`src/rtl/sha256_msg_padder.sv`:
```
// rtl/sha256_msg_padder.sv - SHA-256 message padder and block issuer; SHA256_PADDER_ABORT_EN adds an abort input
module sha256_msg_padder #(
   parameter int LEN_WIDTH = 64
) (
   input  logic         clk,
   input  logic         rst,
`ifdef SHA256_PADDER_ABORT_EN
   input  logic         abort,
`endif
   input  logic [7:0]   in_data,
   input  logic         in_valid,
   input  logic         in_last,
   output logic         in_ready,
   output logic [511:0] block_out,
   output logic         core_start,
   output logic         first_run,
   input  logic         core_ready,
   output logic         busy,
   output logic         msg_done
);

   typedef enum logic [2:0] {S_FILL, S_ISSUE, S_WAIT, S_REL, S_PADBLK} state_t;
   typedef enum logic [1:0] {PAD_NONE, PAD_P80, PAD_LEN} pad_t;

   state_t               state, state_n;
   pad_t                 pad_pending, pad_n;
   logic [6:0]           idx, idx_n, k;
   logic [LEN_WIDTH-1:0] len, len_n, len_inc;
   logic [63:0]          len_field;
   logic [511:0]         blk_n;
   logic                 final_flag, final_n;
   logic                 first_flag, first_n;
   logic                 busy_n;
   logic                 waited, waited_n;
   logic                 xfer;
   logic                 abort_i;

`ifdef SHA256_PADDER_ABORT_EN
   assign abort_i = abort;
`else
   assign abort_i = 1'b0;
`endif

   assign in_ready  = (state == S_FILL) && !rst;
   assign xfer      = in_valid && in_ready;
   assign k         = idx + 7'd1;
   assign len_inc   = len + LEN_WIDTH'(8);
   // The tail block carries the already-final length; a last data byte still has to count itself.
   assign len_field = (state == S_PADBLK) ? 64'(len) : 64'(len_inc);

   always_ff @(posedge clk or posedge rst) begin
      if (rst) begin
         state       <= S_FILL;
         idx         <= '0;
         len         <= '0;
         block_out   <= '0;
         pad_pending <= PAD_NONE;
         final_flag  <= 1'b0;
         first_flag  <= 1'b1;
         busy        <= 1'b0;
         waited      <= 1'b0;
      end else begin
         state       <= state_n;
         idx         <= idx_n;
         len         <= len_n;
         block_out   <= blk_n;
         pad_pending <= pad_n;
         final_flag  <= final_n;
         first_flag  <= first_n;
         busy        <= busy_n;
         waited      <= waited_n;
      end
   end

   always_comb begin
      state_n    = state;
      idx_n      = idx;
      len_n      = len;
      blk_n      = block_out;
      pad_n      = pad_pending;
      final_n    = final_flag;
      first_n    = first_flag;
      busy_n     = busy;
      waited_n   = waited;
      core_start = 1'b0;
      first_run  = 1'b0;
      msg_done   = 1'b0;

      case (state)
         S_FILL: begin
            if (xfer) begin
               idx_n  = k;
               len_n  = len_inc;
               busy_n = 1'b1;
               for (int j = 0; j < 64; j++) begin
                  if (idx == 7'(j))
                     blk_n[511-8*j -: 8] = in_data;
                  else if (in_last && (7'(j) > idx))
                     blk_n[511-8*j -: 8] = (7'(j) == k) ? 8'h80 : 8'h00;
               end
               if (in_last && (k <= 7'd55))
                  blk_n[63:0] = len_field;
               if (in_last) begin
                  state_n = S_ISSUE;
                  if (k <= 7'd55)
                     final_n = 1'b1;
                  else if (k <= 7'd63)
                     pad_n = PAD_LEN;
                  else
                     pad_n = PAD_P80;
               end else if (k == 7'd64) begin
                  state_n = S_ISSUE;
               end
            end
         end
         S_ISSUE: begin
            core_start = 1'b1;
            first_run  = first_flag;
            first_n    = 1'b0;
            waited_n   = 1'b0;
            state_n    = S_WAIT;
         end
         S_WAIT: begin
            // Ready is still high from the previous block during the first cycle after start.
            waited_n = 1'b1;
            if (waited && core_ready)
               state_n = S_REL;
         end
         S_REL: begin
            if (final_flag) begin
               msg_done = 1'b1;
               len_n    = '0;
               idx_n    = '0;
               first_n  = 1'b1;
               busy_n   = 1'b0;
               final_n  = 1'b0;
               state_n  = S_FILL;
            end else if (pad_pending != PAD_NONE) begin
               state_n = S_PADBLK;
            end else begin
               idx_n   = '0;
               state_n = S_FILL;
            end
         end
         S_PADBLK: begin
            blk_n   = {(pad_pending == PAD_P80) ? 8'h80 : 8'h00, 440'd0, len_field};
            final_n = 1'b1;
            pad_n   = PAD_NONE;
            state_n = S_ISSUE;
         end
         default: state_n = S_FILL;
      endcase

      if (abort_i) begin
         state_n    = S_FILL;
         idx_n      = '0;
         len_n      = '0;
         blk_n      = block_out;
         pad_n      = PAD_NONE;
         final_n    = 1'b0;
         first_n    = 1'b1;
         busy_n     = 1'b0;
         waited_n   = 1'b0;
         core_start = 1'b0;
         first_run  = 1'b0;
         msg_done   = 1'b0;
      end
   end

endmodule
```
`config.mk`:
```
export PLATFORM = sky130hd
export DESIGN_NAME = sha256_msg_padder
export DESIGN_NICKNAME = d
export VERILOG_FILES = /design/src/rtl/sha256_msg_padder.sv
export SDC_FILE = /design/constraint.sdc
export NUM_CORES = 2
export LEC_CHECK = 0
export ABC_AREA = 1
export BUFFER_PORTS_ARGS = -buffer_cell sky130_fd_sc_hd__clkbuf_2
export CELL_PAD_IN_SITES_DETAIL_PLACEMENT = 1
export CELL_PAD_IN_SITES_GLOBAL_PLACEMENT = 2
export CORE_ASPECT_RATIO = 1.2
export CORE_MARGIN = 5
export CORE_UTILIZATION = 25
export DETAILED_ROUTE_END_ITERATION = 12
export PLACE_DENSITY_LB_ADDON = 0.1
export SKIP_LAST_GASP = 1
export SLEW_MARGIN = 25
export SYNTH_ARGS = -nofsm -noshare
export SYNTH_HDL_FRONTEND = slang
export SYNTH_SLANG_ARGS = --single-unit
export TNS_END_PERCENT = 10
```
`constraint.sdc`:
```
create_clock -name clk -period 19 [get_ports clk]
set_input_delay 0.95 -clock clk [delete_from_list [all_inputs] [get_ports clk]]
set_output_delay 0.95 -clock clk [all_outputs]
set_load 0.005 [all_outputs]
```
==> metrics <==
outcome finished clean; CTS sink cnt ~590; synth unique cells 46; Yosys warnings 0; worst r2r src idx[2]; Netlist Area Pre-Place about 28,000 um^2; clock buffer depth 3; Chip Height around 370 um; layout cell share with drive strength beyond 1 0.191; highest clock rate roughly 230 MHz; Worst-Skew Late Latency 690 ps; DR iter-0 viols ~1,600; syn_area_per_cell between 8 and 9 um^2; CP Data Arrival Time 4960 ps; First-pass DRT Iterations 5; fin crit period 4350 ps; endpoint class of the critical path flop; R2R Setup Slk 14,650 ps; Synth Flop Type dfrtp_1; Routed Wire Length ~150 mm; DP HPWL approximately 110 mm; DR WL/cell between 20 and 30 um; normalized max-slew margin 0.308; initial core utilization 0.252; initial antenna violation count 1; cells on worst reg2reg path 14; Setup-failing EPs final 0; NumNets Final a little under 4,000; dpl cell area between 30,000 and 40,000 um^2; Die W 313 um; cts repair resizes 0; first-pass GRT wire length 209 mm; Max Transition Viols Final 0; Cells after DPL 5,293; CP Launch Type flop; total congestion overflow 0; Vias/cell between 4 and 5; row count roughly 130; critical path required time about 20,000 ps; Setup Fix Bufs, Post-CTS 0; min-delay worst type primary input to async pin; Cells after Synth 3,441; period utilisation layout 0.229; H-Tree Depth 3; global-route usage over all layers 0.241; root buffer cell clkbuf_16; measured slew at the worst slew-check pin between 1000 and 1500 ps; CTS Buf Count 73; critical path class flop to flop; # IOs 530; Pwr Density approximately 120 nW/um^2; vias in the first global route ~28,000; maximum vdd drop around 67 uV; Final Hold Viols 0; post-synthesis sequential area ratio 0.534; fin cells 5,422; P_leak approximately 16 nW; Die Area about 120,000 um^2; Port Buffer Count roughly 530; Post-synth ARST share 1.00; # hold bufs at CTS 0; CTS clk-pin slew, worst paths about 60 ps; Core Area 110,000 um^2; Final GP Congestion roughly 0.90; #FFs+latches synth slightly below 600; sum of negative setup slack 0 ps; Post-synth EDFFs 0; RSZ-0062 raised after global routing no; post-route cell area 34,300 um^2; maxcap violations 0; largest net degree at the start of global routing slightly below 90; Reg-to-Reg End block_out[6]; synthesis-to-finish area growth 24.2%; crit-path max FO 63; CTS tree built; syn_nets around 3,500; final antenna-violating net count 0; routed via count between 20,000 and 30,000; DR DRC count 0; clock skew 47.2 ps
registers in the layout, summed over array words and instances, names as in the netlist:
signal	cells
block_out	512
len	61
idx	7
state	3
pad_pending	2
busy	1
final_flag	1
first_flag	1
waited	1
metrics by stage:
| stage | hold slack, ps | utilization | setup slack, ps | power, mW |
|---|---|---|---|---|
| after floorplan | 414 | - | 1570 | 2.14 |
| after global placement | 453 | 0.290 | 14060 | 2.78 |
| after detailed placement | 461 | 0.290 | 14310 | 2.79 |
| after CTS | 435 | 0.312 | 14360 | 4.28 |
| after global routing | 468 | 0.313 | 14210 | 4.43 |
| final | 419 | 0.313 | 14650 | 4.21 |
critical path: stages, from the launching register on:
cell and delay, ps:
dfrtp_1 660, nand3_2 260, nor2_2 190, nand2_1 60, nand2_1 170, nand2_2 140, inv_2 270, nand2_2 150
nand2_4 640, nand2_4 660, nand2_1 330, nand2_1 260, inv_1 200, nor2_1 60, nor2_1 110
cells by family (layout without fill, tap and decap cells):
kind of cell / Yosys count / after routing / synth area share
AO/OA/AOI/OAI: 707 / 707 / 0.146
buffers and inverters: 427 / 989 / 0.0612
XOR/XNOR: 27 / 27 / 0.00883
flip-flops: 589 / 589 / 0.534
AND/OR/NAND/NOR: 1683 / 1683 / 0.247
adder cells (fa/ha/maj): 8 / 8 / 0.00362
other: 0 / 2 / 0
Yosys cell counts, types with 7 or more instances:
| cell | number | share of area |
|---|---|---|
| nand2_1 | 1116 | 0.15 |
| dfrtp_1 | 588 | 0.53 |
| o21ai_0 | 434 | 0.079 |
| nor2_1 | 287 | 0.039 |
| inv_1 | 283 | 0.038 |
| nand3_1 | 187 | 0.034 |
| o22ai_1 | 115 | 0.026 |
| clkbuf_1 | 78 | 0.011 |
| a21oi_1 | 49 | 0.0089 |
| o31ai_1 | 35 | 0.0095 |
| nor3_1 | 25 | 0.0045 |
| xor2_1 | 25 | 0.0079 |
| o211ai_1 | 20 | 0.0054 |
| buf_2 | 19 | 0.0034 |
| nand4_1 | 19 | 0.0043 |
| inv_2 | 18 | 0.0024 |
| nand2_2 | 18 | 0.0041 |
| buf_1 | 14 | 0.0019 |
| nor2_2 | 12 | 0.0027 |
| o21ai_1 | 10 | 0.0018 |
| ha_1 | 8 | 0.0036 |
| buf_4 | 7 | 0.0019 |
| nand3_2 | 7 | 0.0025 |
worst max path at each step:
| stage | startpoint | slack (ps) | end | depth (start not counted) |
|---|---|---|---|---|
| 5_1_grt | idx[2] | 14210 | block_out[6] | 14 |
| 6_report | idx[2] | 14650 | block_out[6] | 14 |
| 3_5_place_dp | rst | 14310 | block_out[143] | 9 |
| 4_1_cts | state[0] | 14360 | block_out[143] | 10 |
| 3_3_place_gp | rst | 14060 | block_out[288] | 9 |
| 2_1_floorplan | rst | 1570 | block_out[0] | 1 |
cell usage in the layout, fill, tap and decap left out, types with 5 or more instances in the layout:
cell type  instances
nand2_4            9
inv_1            281
nor3_1            24
o21ai_1           10
clkinv_16          5
nand3_2            7
a21boi_0           6
o2111ai_1          6
nand3_1          187
nand2_1         1108
o22ai_1          115
clkinv_2           7
clkbuf_16         73
ha_1               8
o31ai_2            5
nand2_2           23
nand4_1           19
clkbuf_1          17
o31ai_1           35
inv_2             18
buf_4             27
o21ai_0          434
clkbuf_8          13
xor2_1            25
a31oi_2            6
o21ai_2            5
nor2_2            13
nor2_1           285
a21oi_1           49
bufinv_16          6
o211ai_1          20
clkbuf_2         529
dfrtp_1          588
area by class of cell:
cell class	count	area (um^2)
Sequential cell	589	14700
Tap cell	1417	1770
Timing Repair Buffer	559	2900
Inverter	304	1150
Multi-Input combinational cell	2425	11200
Antenna cell	2	5.00
Clock inverter	23	420
Fill cell	13200	75400
Clock buffer	103	2070
routing by layer:
metal,track usage,share of wire,up-vias
met3,0.0338,0.040,180
li1,-,-,12300
met1,0.294,0.41,13300
met2,0.436,0.51,637
met5,0,0,-
met4,0.0806,0.035,0
where the power goes:
part           switching (mW)  total, mW  internal (mW)
clock network           0.623       1.48          0.853
registers               0.104       1.49           1.39
logic                   0.970       1.25          0.279
total                    1.70       4.21           2.52
(Power assumes the default switching activity.)
